<file path="src/rtl/pipe_pkg.sv">
// Shared types for the pipeline sequencer: FSM states, event priority
// encoding and the register-zero / no-exception sentinels.
package pipe_pkg;

  typedef enum logic [1:0] {
    ST_RUN      = 2'd0,
    ST_LD_STALL = 2'd1,
    ST_DRAIN    = 2'd2,
    ST_HALTED   = 2'd3
  } state_t;

  // Highest-priority event seen this cycle; EV_HALT outranks everything.
  typedef enum logic [2:0] {
    EV_NONE = 3'd0,
    EV_BUSY = 3'd1,
    EV_HZ   = 3'd2,
    EV_BR   = 3'd3,
    EV_EXC  = 3'd4,
    EV_HALT = 3'd5
  } event_t;

  localparam logic [4:0] REG_ZERO = 5'd0;
  localparam logic [7:0] EXC_NONE = 8'h00;

  function automatic event_t prio_encode(input logic halt, input logic exc,
                                         input logic br, input logic hz,
                                         input logic busy);
    event_t ev;
    if (halt)      ev = EV_HALT;
    else if (exc)  ev = EV_EXC;
    else if (br)   ev = EV_BR;
    else if (hz)   ev = EV_HZ;
    else if (busy) ev = EV_BUSY;
    else           ev = EV_NONE;
    return ev;
  endfunction

endpackage

</file>
<file path="src/rtl/pipe_ctrl_if.sv">
// Bundle of pipeline status inputs and control outputs around pipe_ctrl.
// The master side drives stage status; the slave side is the sequencer.
interface pipe_ctrl_if #(
  parameter int CNT_W = 16
) ();
  logic             d_valid;
  logic [4:0]       d_s_1;
  logic [4:0]       d_s_2;
  logic             x_valid;
  logic             x_is_load;
  logic [4:0]       x_tgt;
  logic             x_br_taken;
  logic [31:0]      x_br_target;
  logic [7:0]       w_exc;
  logic             w_halt;
  logic             mem_busy;
  logic             stall;
  logic             bubble_x;
  logic             flush;
  logic             redirect_valid;
  logic [31:0]      redirect_pc;
  logic             halt;
  logic [CNT_W-1:0] stall_count;

  modport master (
    output d_valid, d_s_1, d_s_2, x_valid, x_is_load, x_tgt,
           x_br_taken, x_br_target, w_exc, w_halt, mem_busy,
    input  stall, bubble_x, flush, redirect_valid, redirect_pc, halt, stall_count
  );

  modport slave (
    input  d_valid, d_s_1, d_s_2, x_valid, x_is_load, x_tgt,
           x_br_taken, x_br_target, w_exc, w_halt, mem_busy,
    output stall, bubble_x, flush, redirect_valid, redirect_pc, halt, stall_count
  );
endinterface

</file>
<file path="src/rtl/sat_counter.sv">
// Free-running up counter that sticks at all-ones instead of wrapping.
module sat_counter #(
  parameter int W = 16
) (
  input  logic         clk,
  input  logic         rst_n,
  input  logic         i_en,
  output logic [W-1:0] o_count
);

  logic [W-1:0] r_count;

  always_ff @(posedge clk or negedge rst_n) begin
    if (!rst_n)
      r_count <= '0;
    else if (i_en && (r_count != '1))
      r_count <= r_count + 1'b1;
  end

  assign o_count = r_count;

endmodule

</file>
<file path="src/rtl/pipe_ctrl.sv">
// Pipeline sequencer: load-use stalls, exception drain with vectored
// redirect, branch redirect arbitration and halt hold.
module pipe_ctrl
  import pipe_pkg::*;
#(
  parameter int          LOAD_LAT     = 1,
  parameter int          DRAIN_CYCLES = 2,
  parameter logic [31:0] VEC_BASE     = 32'h0000_0400,
  parameter int          CNT_W        = 16
) (
  input  logic clk,
  input  logic rst_n,
  pipe_ctrl_if.slave bus
);

  state_t      r_state;
  state_t      w_state_next;
  logic [2:0]  r_cnt;
  logic [2:0]  w_cnt_next;
  logic [7:0]  r_code;
  logic [7:0]  w_code_next;
  logic        w_hz;
  event_t      w_ev;

  logic        w_stall;
  logic        w_bubble_x;
  logic        w_flush;
  logic        w_redirect_valid;
  logic [31:0] w_redirect_pc;
  logic        w_halt_out;

  assign w_hz = bus.d_valid & bus.x_valid & bus.x_is_load &
                (bus.x_tgt != REG_ZERO) &
                ((bus.x_tgt == bus.d_s_1) | (bus.x_tgt == bus.d_s_2));

  // Execute holds a bubble in LD_STALL, so a branch there can only be noise.
  assign w_ev = prio_encode(bus.w_halt, bus.w_exc != EXC_NONE,
                            bus.x_br_taken & (r_state == ST_RUN),
                            w_hz, bus.mem_busy);

  always_ff @(posedge clk or negedge rst_n) begin
    if (!rst_n) begin
      r_state <= ST_RUN;
      r_cnt   <= '0;
      r_code  <= EXC_NONE;
    end else begin
      r_state <= w_state_next;
      r_cnt   <= w_cnt_next;
      r_code  <= w_code_next;
    end
  end

  always_comb begin
    w_state_next     = r_state;
    w_cnt_next       = r_cnt;
    w_code_next      = r_code;
    w_stall          = 1'b0;
    w_bubble_x       = 1'b0;
    w_flush          = 1'b0;
    w_redirect_valid = 1'b0;
    w_redirect_pc    = 32'h0;
    w_halt_out       = 1'b0;

    case (r_state)
      ST_RUN, ST_LD_STALL: begin
        case (w_ev)
          EV_HALT: begin
            w_halt_out   = 1'b1;
            w_flush      = 1'b1;
            w_state_next = ST_HALTED;
          end
          EV_EXC: begin
            w_flush      = 1'b1;
            w_code_next  = bus.w_exc;
            w_cnt_next   = 3'(DRAIN_CYCLES - 1);
            w_state_next = ST_DRAIN;
          end
          EV_BR: begin
            w_flush          = 1'b1;
            w_redirect_valid = 1'b1;
            w_redirect_pc    = bus.x_br_target;
          end
          EV_BUSY: begin
            // Whole pipe frozen: the load-stall countdown holds its value.
            w_stall = 1'b1;
          end
          default: begin
            if (r_state == ST_LD_STALL) begin
              w_stall    = 1'b1;
              w_bubble_x = 1'b1;
              w_cnt_next = r_cnt - 3'd1;
              if (r_cnt <= 3'd1)
                w_state_next = ST_RUN;
            end else if (w_ev == EV_HZ) begin
              w_stall    = 1'b1;
              w_bubble_x = 1'b1;
              if (LOAD_LAT > 1) begin
                w_cnt_next   = 3'(LOAD_LAT - 1);
                w_state_next = ST_LD_STALL;
              end
            end
          end
        endcase
      end
      ST_DRAIN: begin
        w_flush = 1'b1;
        if (bus.w_halt) begin
          w_halt_out   = 1'b1;
          w_state_next = ST_HALTED;
        end else if (r_cnt == 3'd0) begin
          w_redirect_valid = 1'b1;
          w_redirect_pc    = VEC_BASE + {22'b0, r_code, 2'b00};
          w_state_next     = ST_RUN;
        end else begin
          w_cnt_next = r_cnt - 3'd1;
        end
      end
      default: begin
        w_halt_out = 1'b1;
        w_stall    = 1'b1;
      end
    endcase
  end

  sat_counter #(.W(CNT_W)) u_stall_cnt (
    .clk     (clk),
    .rst_n   (rst_n),
    .i_en    (w_stall),
    .o_count (bus.stall_count)
  );

  assign bus.stall          = w_stall;
  assign bus.bubble_x       = w_bubble_x;
  assign bus.flush          = w_flush;
  assign bus.redirect_valid = w_redirect_valid;
  assign bus.redirect_pc    = w_redirect_pc;
  assign bus.halt           = w_halt_out;

endmodule

</file>
<file path="src/flat_wrapper.sv">
// flat-port wrapper written by rule: the top's interface ports become plain ports
module pipe_ctrl_flat import pipe_pkg::*;
#(
  parameter int          LOAD_LAT     = 1,
  parameter int          DRAIN_CYCLES = 2,
  parameter logic [31:0] VEC_BASE     = 32'h0000_0400,
  parameter int          CNT_W        = 16
)
  (clk, rst_n, bus_d_valid, bus_d_s_1, bus_d_s_2, bus_x_valid, bus_x_is_load, bus_x_tgt, bus_x_br_taken, bus_x_br_target, bus_w_exc, bus_w_halt, bus_mem_busy, bus_stall, bus_bubble_x, bus_flush, bus_redirect_valid, bus_redirect_pc, bus_halt, bus_stall_count);
  pipe_ctrl_if #(.CNT_W(CNT_W)) bus_i ();
  input  logic clk;
  input  logic rst_n;
  input wire logic [$bits(bus_i.d_valid)-1:0] bus_d_valid;
  input wire logic [$bits(bus_i.d_s_1)-1:0] bus_d_s_1;
  input wire logic [$bits(bus_i.d_s_2)-1:0] bus_d_s_2;
  input wire logic [$bits(bus_i.x_valid)-1:0] bus_x_valid;
  input wire logic [$bits(bus_i.x_is_load)-1:0] bus_x_is_load;
  input wire logic [$bits(bus_i.x_tgt)-1:0] bus_x_tgt;
  input wire logic [$bits(bus_i.x_br_taken)-1:0] bus_x_br_taken;
  input wire logic [$bits(bus_i.x_br_target)-1:0] bus_x_br_target;
  input wire logic [$bits(bus_i.w_exc)-1:0] bus_w_exc;
  input wire logic [$bits(bus_i.w_halt)-1:0] bus_w_halt;
  input wire logic [$bits(bus_i.mem_busy)-1:0] bus_mem_busy;
  output wire logic [$bits(bus_i.stall)-1:0] bus_stall;
  output wire logic [$bits(bus_i.bubble_x)-1:0] bus_bubble_x;
  output wire logic [$bits(bus_i.flush)-1:0] bus_flush;
  output wire logic [$bits(bus_i.redirect_valid)-1:0] bus_redirect_valid;
  output wire logic [$bits(bus_i.redirect_pc)-1:0] bus_redirect_pc;
  output wire logic [$bits(bus_i.halt)-1:0] bus_halt;
  output wire logic [$bits(bus_i.stall_count)-1:0] bus_stall_count;
  assign bus_i.d_valid = bus_d_valid;
  assign bus_i.d_s_1 = bus_d_s_1;
  assign bus_i.d_s_2 = bus_d_s_2;
  assign bus_i.x_valid = bus_x_valid;
  assign bus_i.x_is_load = bus_x_is_load;
  assign bus_i.x_tgt = bus_x_tgt;
  assign bus_i.x_br_taken = bus_x_br_taken;
  assign bus_i.x_br_target = bus_x_br_target;
  assign bus_i.w_exc = bus_w_exc;
  assign bus_i.w_halt = bus_w_halt;
  assign bus_i.mem_busy = bus_mem_busy;
  assign bus_stall = bus_i.stall;
  assign bus_bubble_x = bus_i.bubble_x;
  assign bus_flush = bus_i.flush;
  assign bus_redirect_valid = bus_i.redirect_valid;
  assign bus_redirect_pc = bus_i.redirect_pc;
  assign bus_halt = bus_i.halt;
  assign bus_stall_count = bus_i.stall_count;
  pipe_ctrl #(.LOAD_LAT(LOAD_LAT), .DRAIN_CYCLES(DRAIN_CYCLES), .VEC_BASE(VEC_BASE), .CNT_W(CNT_W)) u_core (.clk(clk), .rst_n(rst_n), .bus(bus_i));
endmodule
</file>
<file path="config.mk">
export PLATFORM = sky130hd
export DESIGN_NAME = pipe_ctrl_flat
export DESIGN_NICKNAME = d
export VERILOG_FILES = /design/src/rtl/pipe_pkg.sv /design/src/rtl/pipe_ctrl_if.sv /design/src/rtl/sat_counter.sv /design/src/rtl/pipe_ctrl.sv /design/src/flat_wrapper.sv
export SDC_FILE = /design/constraint.sdc
export NUM_CORES = 1
export LEC_CHECK = 0
export BUFFER_PORTS_ARGS = -buffer_cell sky130_fd_sc_hd__buf_4
export CAP_MARGIN = 20
export CELL_PAD_IN_SITES_DETAIL_PLACEMENT = 1
export CELL_PAD_IN_SITES_GLOBAL_PLACEMENT = 1
export CORE_MARGIN = 2
export CORE_UTILIZATION = 31
export CTS_CLUSTER_SIZE = 30
export DETAILED_ROUTE_END_ITERATION = 6
export GPL_TIMING_DRIVEN = 1
export PLACE_DENSITY = 0.91
export SETUP_SLACK_MARGIN = 0.05
export SYNTH_ARGS = -nofsm -noshare
export SYNTH_HDL_FRONTEND = slang
export SYNTH_SLANG_ARGS = --single-unit
</file>
<file path="constraint.sdc">
create_clock -name clk -period 2.98 [get_ports clk]
set_input_delay 0.447 -clock clk [delete_from_list [all_inputs] [get_ports clk]]
set_output_delay 0.447 -clock clk [all_outputs]
set_load 0.01 [all_outputs]
</file>
==> impl_metrics.py, run 1 <==
metrics = {
    "pwr": {
        "leakagePower_nw": 1.48,
        "powerDensity_mw_per_mm2": 432,
        "total_power_mw": 1.27,
        "ir_drop_mv": 0.463,
    },
    "global_route": {
        "grt_first_pass_wirelength_microns": 8810,
        "antenna_found_initial": 0,
        "grt_overflow": 0,
        "grtUsageTotal_pct": 17.3,
        "grt_pass1_vias": 1889,
        "grt_start_max_net_pins": 34,
    },
    "synthesis": {
        "syn-instance-count": 197,
        "ys_ff_latch": 29,
        "netlist_area_sq_mm": 0.00190,
        "yosysSeqAreaShare_pct": 38.2,
        "synth_edf_count": 0,
        "ys_warn_count": 0,
        "synth.avg_cell_area_sq_um": 9.64,
        "ys_types": 42,
        "async_reset_ff_share_pct": 100,
        "synth_ff_type": "dfrtp_1",
        "syn-num-nets": 263,
    },
    "die": {
        "die_area_sq_mm": 0.00677,
        "start_util_pct": 32.1,
        "core-area_sq_mm": 0.00592,
        "num_rows": 28,
        "die_w_microns": 82.3,
        "die_h_microns": 82.3,
        "ios": 116,
    },
    "placed_design": {
        "hpwl_microns": 4890,
        "numPortBuffers": 115,
        "placedInstanceArea_sq_mm": 0.00284,
        "dpl_worst_slack_ns": 0.331,
        "dp.cells": 382,
        "place.gp.congestion": 0.783,
    },
    "timing": {
        "period_share_pct": 88.2,
        "hold_slack_ns": 0.0731,
        "hold_viol": 0,
        "fin_ws_ns": 0.350,
        "grt_setup_unrepaired": "no",
        "fin_worst_skew_ns": 0.00817,
        "setup_viol": 0,
        "slew_violations": 0,
        "fmax_ghz": 0.380,
        "relSlewSlack_pct": 24.4,
        "min_period_ns": 2.63,
        "setup_tns_ns": 0,
        "worstMarginPinSlew_ns": 1.13,
    },
    "routing": {
        "post-route-drc-count": 0,
        "postRouteWirelength_microns": 6070,
        "drtAntennaViolNets": 0,
        "drt-vias-per-instance": 4.84,
        "vias": 1887,
        "first_pass_iters": 4,
        "wire_per_inst_microns": 15.6,
        "drtIter0Drc": 46,
    },
    "finish": {
        "syn2layout_area_growth_pct": 55.1,
        "drive_above_1_share_pct": 46.7,
        "final_area_sq_mm": 0.00295,
        "seq_area_sq_um": 726,
        "utilization_pct": 49.7,
        "mostFrequentLayoutCells": "118 x buf_4, 29 x dfrtp_1, 25 x and2_1, 15 x nor2_1, 12 x xnor2_1",
        "antenna_cells": 0,
        "nets": 380,
        "fillCellCount": 695,
        "fin_cells": 390,
        "layout_commonest_cell": "buf_4",
        "multi_input_area_sq_mm": 0.00112,
    },
    "critical_path": {
        "worstSetupPathType": "input pin to primary output",
        "required_ns": 2.53,
        "cp-end-kind": "primary output",
        "cp-startpoint": "bus_w_exc[5]",
        "cp-start-kind": "input pin",
        "arrival_ns": 2.18,
        "reg2reg_from": "u_core.u_stall_cnt.o_count[0]",
        "timing.rr.end": "u_core.u_stall_cnt.o_count[13]",
        "cp_max_fo": 33,
        "r2r_setup_slack_ns": 0.74,
        "rr_worst_depth": 7,
    },
    "cts": {
        "worstSkewPairLatency_ns": 0.29,
        "cts_hold_buffers": 0,
        "cts_tree": "built",
        "postCtsSetupRepairBufs": 0,
        "cts_sinks": 29,
        "cts_made_buffers": 5,
        "clk_pin_slew_ns": 0.07,
        "htree_num_levels": 2,
        "clk_path_buf_depth": 2,
        "clockRootBuffer": "clkbuf_8",
        "post_cts_resized": 0,
    },
    "job": {
        "drv_cap": 0,
    },
    "run_status": {
        "outcome": "complete, no violations",
    },
    "hold_path": {
        "hold_path.class": "input pin to async pin",
    },
}
cell type report:
class	count	share of cell area, %
multi-input combinational	155	38.0
timing repair buffer	118	30.1
sequential	29	24.6
clock buffer	7	3.27
tap	75	3.19
inverter	5	0.637
clock inverter	1	0.170
logic make-up (layout without fill, tap and decap cells):
group,count (synthesis),after routing,synth area share [%]
buf+inv,13,131,2.83
simple gates,92,92,27.9
fa+ha+maj,3,3,1.98
xor+xnor,24,24,11.5
compound gates,24,24,10.5
flops,29,29,38.2
mux,12,12,7.05
routing by layer:
| layer | track usage, % | vias up | wire length (microns) |
|---|---|---|---|
| met4 | 4.33 | 0 | 65 |
| met2 | 33.0 | 79 | 3150 |
| met1 | 18.2 | 883 | 2220 |
| met5 | 0 | - | 0 |
| li1 | - | 918 | - |
| met3 | 5.54 | 7 | 646 |
flip-flops by register name, summed over array words and instances (netlist names):
register	cells
u_core.u_stall_cnt.o_count	16
u_core.r_code	8
u_core.r_cnt	3
u_core.r_state	2
report_power, final:
group / switching (mW) / internal [mW] / total [mW]
clock: 0.154 / 0.208 / 0.362
sequential: 0.0934 / 0.464 / 0.558
combinational: 0.149 / 0.202 / 0.351
total: 0.396 / 0.875 / 1.27
cells in the mapped netlist (4+ instances only):
library cell   n  area (sq um)
xnor2_1       12           105
nor2_1        15          56.3
xor2_1        11          96.3
a22o_1         8          70.1
nor3_1         8          40.0
nand2_1        8          30.0
dfrtp_1       29           726
nand3_1        9          45.0
nand2b_1       6          37.5
a21oi_1        4          20.0
and2_1        25           156
inv_1          5          18.8
mux2_2        11           124
how the worst max path moves through the flow:
| stage | to | slack [ns] |
|---|---|---|
| finish | bus_redirect_pc[9] | 0.35 |
| global placement | bus_redirect_pc[12] | 0.42 |
| floorplan | bus_redirect_pc[4] | 0.51 |
| global route | bus_redirect_pc[9] | 0.24 |
| detailed placement | bus_redirect_pc[9] | 0.33 |
| CTS | bus_redirect_pc[9] | 0.32 |
worst max-delay path: stages:
cell and delay, ns:
buf_4 0.11, or4_4 0.54, nor2_1 0.17, nand2_1 0.10, nor3b_2 0.18, buf_4 0.29
a22o_1 0.21, buf_4 0.13
(Power assumes the default switching activity.)
==> run 2: changes to the inputs <==
- PLACE_DENSITY: 0.91 -> 0.9
- SETUP_SLACK_MARGIN: 0.05 -> 0.15
- SYNTH_HIERARCHICAL: unset -> 1
==> impl_metrics.py, run 2 <==
metrics = {
    "timing": {
        "fmax_ghz": 0.385,
        "worstMarginPinSlew_ns": 0.675,
        "fin_ws_ns": 0.382,
        "hold_viol": 0,
        "hold_slack_ns": 0.0818,
        "slew_violations": 0,
        "min_period_ns": 2.60,
        "grt_setup_unrepaired": "no",
        "relSlewSlack_pct": 54.8,
        "fin_worst_skew_ns": 0.00495,
        "setup_tns_ns": 0,
        "setup_viol": 0,
        "period_share_pct": 87.2,
    },
    "placed_design": {
        "numPortBuffers": 115,
        "placedInstanceArea_sq_mm": 0.00292,
        "dp.cells": 398,
        "dpl_worst_slack_ns": 0.228,
        "hpwl_microns": 5280,
        "place.gp.congestion": 0.873,
    },
    "cts": {
        "cts_sinks": 29,
        "cts_made_buffers": 5,
        "clk_path_buf_depth": 2,
        "worstSkewPairLatency_ns": 0.28,
        "cts_tree": "built",
        "htree_num_levels": 2,
        "clockRootBuffer": "clkbuf_8",
        "clk_pin_slew_ns": 0.07,
    },
    "critical_path": {
        "worstSetupPathType": "input pin to primary output",
        "r2r_setup_slack_ns": 0.69,
        "required_ns": 2.53,
        "reg2reg_from": "u_core/r_state[1]",
        "crit_slowest_cell": "or4_1",
        "arrival_ns": 2.15,
        "cp-startpoint": "bus_x_tgt[1]",
        "crit_path_frequent_cell": "buf_4",
        "slowest_delay_ns": 0.54,
        "path_buf_inv": 2,
        "cp.depth": 7,
        "cp-start-kind": "input pin",
        "worstPathCellList": "buf_4 -> or4_1 -> o2111ai_2 -> nor2_1 -> o21a_1 -> o22a_1 -> buf_4",
        "cp-end-kind": "primary output",
        "cp_max_fo": 8,
        "worstSetupEndpoint": "bus_stall",
        "cpLargestDelayFamily": "compound AO/OA/AOI/OAI gates",
        "rr_worst_depth": 7,
        "timing.rr.end": "u_core/u_stall_cnt/o_count[13]",
    },
    "hold_path": {
        "hold_path.class": "input pin to async pin",
    },
    "routing": {
        "post-route-drc-count": 0,
        "vias": 2053,
        "drt-vias-per-instance": 5.06,
        "drtAntennaViolNets": 0,
        "wl_met2_microns": 3310,
        "first_pass_iters": 4,
        "drtIter0Drc": 56,
        "met1Wirelength_microns": 2660,
        "wl_met3_microns": 490,
        "top_layer": "met4",
        "wire_per_inst_microns": 16.1,
        "postRouteWirelength_microns": 6530,
    },
    "finish": {
        "largest_reg_flops": 16,
        "layout_commonest_cell": "buf_4",
        "drive_above_1_share_pct": 45.0,
        "mostFrequentLayoutCells": "119 x buf_4, 29 x dfrtp_1, 24 x and2_1, 17 x nor2_1, 14 x xor2_1",
        "nets": 394,
        "syn2layout_area_growth_pct": 51.9,
        "antenna_cells": 0,
        "fin_cells": 406,
        "final_area_sq_mm": 0.00301,
        "utilization_pct": 47.9,
    },
    "synthesis": {
        "synth_ff_type": "dfrtp_1",
        "yosysMostFrequentCell": "dfrtp_1",
        "synth_xor_area_share_pct": 9.29,
        "yosysSeqAreaShare_pct": 36.7,
        "synth_edf_count": 0,
        "ys_types": 50,
        "syn-num-nets": 275,
        "ys_warn_count": 6,
        "synth_common_cells": "29 x dfrtp_1, 24 x and2_1, 17 x nor2_1, 14 x xor2_1",
        "synth.avg_cell_area_sq_um": 9.47,
        "synthSimpleGateAreaFrac_pct": 27.8,
        "yosysTopAreaCell": "dfrtp_1",
        "synth_top_family_by_area": "simple AND/OR/NAND/NOR gates",
        "synthAdderAreaFrac_pct": 1.90,
        "synth_compound_area_share_pct": 14.6,
        "ys_ff_latch": 29,
        "syn-instance-count": 209,
        "synthMuxAreaShare_pct": 6.38,
        "netlist_area_sq_mm": 0.00198,
        "yosys-top-cells-area": "dfrtp_1 37%, and2_1 7.6%, xor2_1 6.2%",
        "netlist.area_leader.share_pct": 36.7,
        "async_reset_ff_share_pct": 100,
    },
    "global_route": {
        "grtUsageTotal_pct": 18.6,
        "grt_start_max_net_pins": 30,
        "antenna_found_initial": 0,
        "grt_overflow": 0,
        "grt_first_pass_wirelength_microns": 10600,
        "grt_pass1_vias": 2175,
    },
    "die": {
        "start_util_pct": 31.5,
        "die_h_microns": 83.9,
        "num_rows": 29,
        "ios": 116,
        "die_w_microns": 83.9,
        "core-area_sq_mm": 0.00628,
        "die_area_sq_mm": 0.00704,
    },
    "pwr": {
        "leakagePower_nw": 1.47,
        "powerDensity_mw_per_mm2": 428,
        "ir_drop_mv": 0.371,
        "total_power_mw": 1.29,
    },
    "run_status": {
        "outcome": "complete, no violations",
    },
    "job": {
        "drv_cap": 0,
    },
}
## run 2: what timing repair did
item | 4_1_cts | 5_1_grt
hold buffers | 0 | 0
setup buffers | 0 | 0
setup endpoints to repair | 0 | 2
gates resized for setup | 0 | 1
## run 2: where the power goes
group,switching (mW),leakage [nW],internal (mW)
combinational,0.177,1.06,0.232
clock,0.155,0.0450,0.161
sequential,0.0895,0.362,0.472
total,0.421,1.47,0.866
## run 2: routing by layer
layer,up-vias,global-route usage [%]
met5,-,0
met4,0,4.11
met3,8,5.04
met2,88,34.7
met1,971,21.0
li1,986,-
## run 2: cell type report
cell class | instances | area [sq um]
clock buffer | 6 | 72.6
clock inverter | 2 | 10.0
fill | 751 | 3270
inverter | 4 | 15.0
multi-input combinational | 169 | 1190
sequential | 29 | 726
tap | 77 | 96.3
timing repair buffer | 119 | 893
## run 2: kinds of logic (layout without fill, tap and decap cells)
logic type | Yosys count | count (layout)
adder cells (fa/ha/maj) | 3 | 3
AND/OR/NAND/NOR | 94 | 94
AO/OA/AOI/OAI | 40 | 40
flip-flops | 29 | 29
XOR/XNOR | 21 | 21
multiplexers | 11 | 11
buffers and inverters | 11 | 131
## run 2: how the worst min path moves through the flow
stage | startpoint | endpoint | depth (start not counted)
global route | rst_n | u_core/u_stall_cnt/o_count[11] | 1
floorplan | rst_n | u_core/r_cnt[0] | 0
global placement | rst_n | u_core/u_stall_cnt/o_count[10] | 1
finish | rst_n | u_core/u_stall_cnt/o_count[9] | 1
detailed placement | rst_n | u_core/u_stall_cnt/o_count[10] | 1
CTS | rst_n | u_core/u_stall_cnt/o_count[10] | 1
==> run 3: changes to the inputs <==
- CORE_ASPECT_RATIO: unset -> 0.9
==> impl_metrics.py, run 3 (synthesis gave the netlist of run 2 again) <==
metrics = {
    "run_status": {
        "outcome": "complete, no violations",
    },
    "pwr": {
        "ir_drop_mv": 0.383,
        "total_power_mw": 1.35,
        "leakagePower_nw": 1.47,
        "powerDensity_mw_per_mm2": 445,
    },
    "cts": {
        "htree_num_levels": 2,
        "postCtsSetupRepairBufs": 0,
        "clk_path_buf_depth": 2,
        "worstSkewPairLatency_ns": 0.28,
        "cts_made_buffers": 5,
        "cts_tree": "built",
        "clk_pin_slew_ns": 0.07,
        "cts_hold_buffers": 0,
        "cts_sinks": 29,
        "post_cts_resized": 0,
        "clockRootBuffer": "clkbuf_8",
    },
    "critical_path": {
        "reg2reg_from": "u_core/r_state[1]",
        "worstSetupPathType": "input pin to primary output",
        "arrival_ns": 2.18,
        "cp-end-kind": "primary output",
        "cp-start-kind": "input pin",
        "timing.rr.end": "u_core/u_stall_cnt/o_count[13]",
        "required_ns": 2.53,
        "r2r_setup_slack_ns": 0.54,
        "rr_worst_depth": 7,
        "cp_max_fo": 32,
    },
    "job": {
        "drv_cap": 0,
    },
    "routing": {
        "first_pass_iters": 4,
        "postRouteWirelength_microns": 6630,
        "wire_per_inst_microns": 16.0,
        "vias": 2081,
        "drt-vias-per-instance": 5.01,
        "post-route-drc-count": 0,
        "drtAntennaViolNets": 0,
        "drtIter0Drc": 53,
    },
    "die": {
        "start_util_pct": 32.2,
        "die_area_sq_mm": 0.00704,
        "die_w_microns": 88.2,
        "core-area_sq_mm": 0.00615,
        "die_h_microns": 79.8,
        "ios": 116,
        "num_rows": 27,
    },
    "timing": {
        "worstMarginPinSlew_ns": 0.467,
        "period_share_pct": 88.0,
        "fmax_ghz": 0.381,
        "setup_viol": 0,
        "setup_tns_ns": 0,
        "slew_violations": 0,
        "min_period_ns": 2.62,
        "hold_viol": 0,
        "grt_setup_unrepaired": "no",
        "relSlewSlack_pct": 68.7,
        "fin_worst_skew_ns": 0.0104,
    },
    "global_route": {
        "met2_usage_pct": 33.3,
        "grt_use_met1_pct": 21.3,
        "grtUsageMet3_pct": 4.55,
        "grt_pass1_vias": 2104,
        "antenna_found_initial": 0,
        "grtUsageTotal_pct": 18.1,
        "grt_overflow": 0,
        "grt.busiest_layer": "met2",
        "grt_first_pass_wirelength_microns": 10100,
        "grt_start_max_net_pins": 33,
    },
    "finish": {
        "antenna_cells": 0,
        "syn2layout_area_growth_pct": 53.4,
        "drive_above_1_share_pct": 45.4,
        "largest_reg_flops": 16,
        "nets": 393,
        "fillCellCount": 763,
        "layout_commonest_cell": "buf_4",
        "mostFrequentLayoutCells": "118 x buf_4, 29 x dfrtp_1, 24 x and2_1, 17 x nor2_1, 14 x xor2_1",
    },
    "placed_design": {
        "place.gp.congestion": 0.859,
        "numPortBuffers": 115,
        "hpwl_microns": 5210,
    },
    "hold_path": {
        "hold_path.class": "input pin to async pin",
    },
}
## run 3: worst max-delay path by stage
stage,startpoint,endpoint,slack [ns]
after global routing,bus_w_exc[1],bus_redirect_pc[9],0.18
final,bus_w_exc[5],bus_redirect_pc[9],0.36
after floorplan,bus_x_tgt[1],u_core/u_stall_cnt/o_count[12],0.64
after global placement,bus_w_exc[5],bus_redirect_pc[8],0.37
after CTS,bus_w_exc[5],bus_redirect_pc[9],0.20
after detailed placement,bus_w_exc[5],u_core/u_stall_cnt/o_count[13],0.22
## run 3: report_power, final
part / internal [mW] / switching (mW)
registers: 0.472 / 0.102
logic: 0.233 / 0.181
clock network: 0.209 / 0.155
## run 3: per-stage QoR
stage / std cells / worst slack (ns) / utilization (%) / hold WS (ns) / area, sq um
final: 415 / 0.357 / 49.4 / 0.0786 / 3040
after detailed placement: 407 / 0.224 / 47.5 / 0.396 / 2920
after global placement: 407 / 0.372 / 47.5 / 0.392 / 2920
after global routing: 415 / 0.182 / 49.4 / 0.0983 / 3040
after floorplan: 209 / 0.637 / - / 0.151 / 1980
after CTS: 415 / 0.198 / 49.2 / 0.0842 / 3020
## run 3: cell type report
type | instances | area, sq um | share of cell area [%]
clock inverters | 1 | 5.00 | 0.165
flip-flops and latches | 29 | 726 | 23.9
well taps | 87 | 109 | 3.58
clock buffers | 7 | 96.3 | 3.17
repair buffers | 118 | 886 | 29.2
inverters | 4 | 15.0 | 0.494
multi-input cells | 169 | 1200 | 39.5
## run 3: critical path, cell delays in order
cell     delay (ns)
buf_4          0.12
nor4_2         0.39
nand2_1        0.15
or3_1          0.38
nor2_2         0.09
buf_4          0.27
a22o_1         0.20
buf_4          0.12
## run 3: metal layers
metal	up-vias	part of all wire, %	wire (microns)
met5	-	0	0
met2	77	51	3400
met1	1016	40	2670
met3	6	8.1	534
li1	982	-	-
met4	0	0.51	34
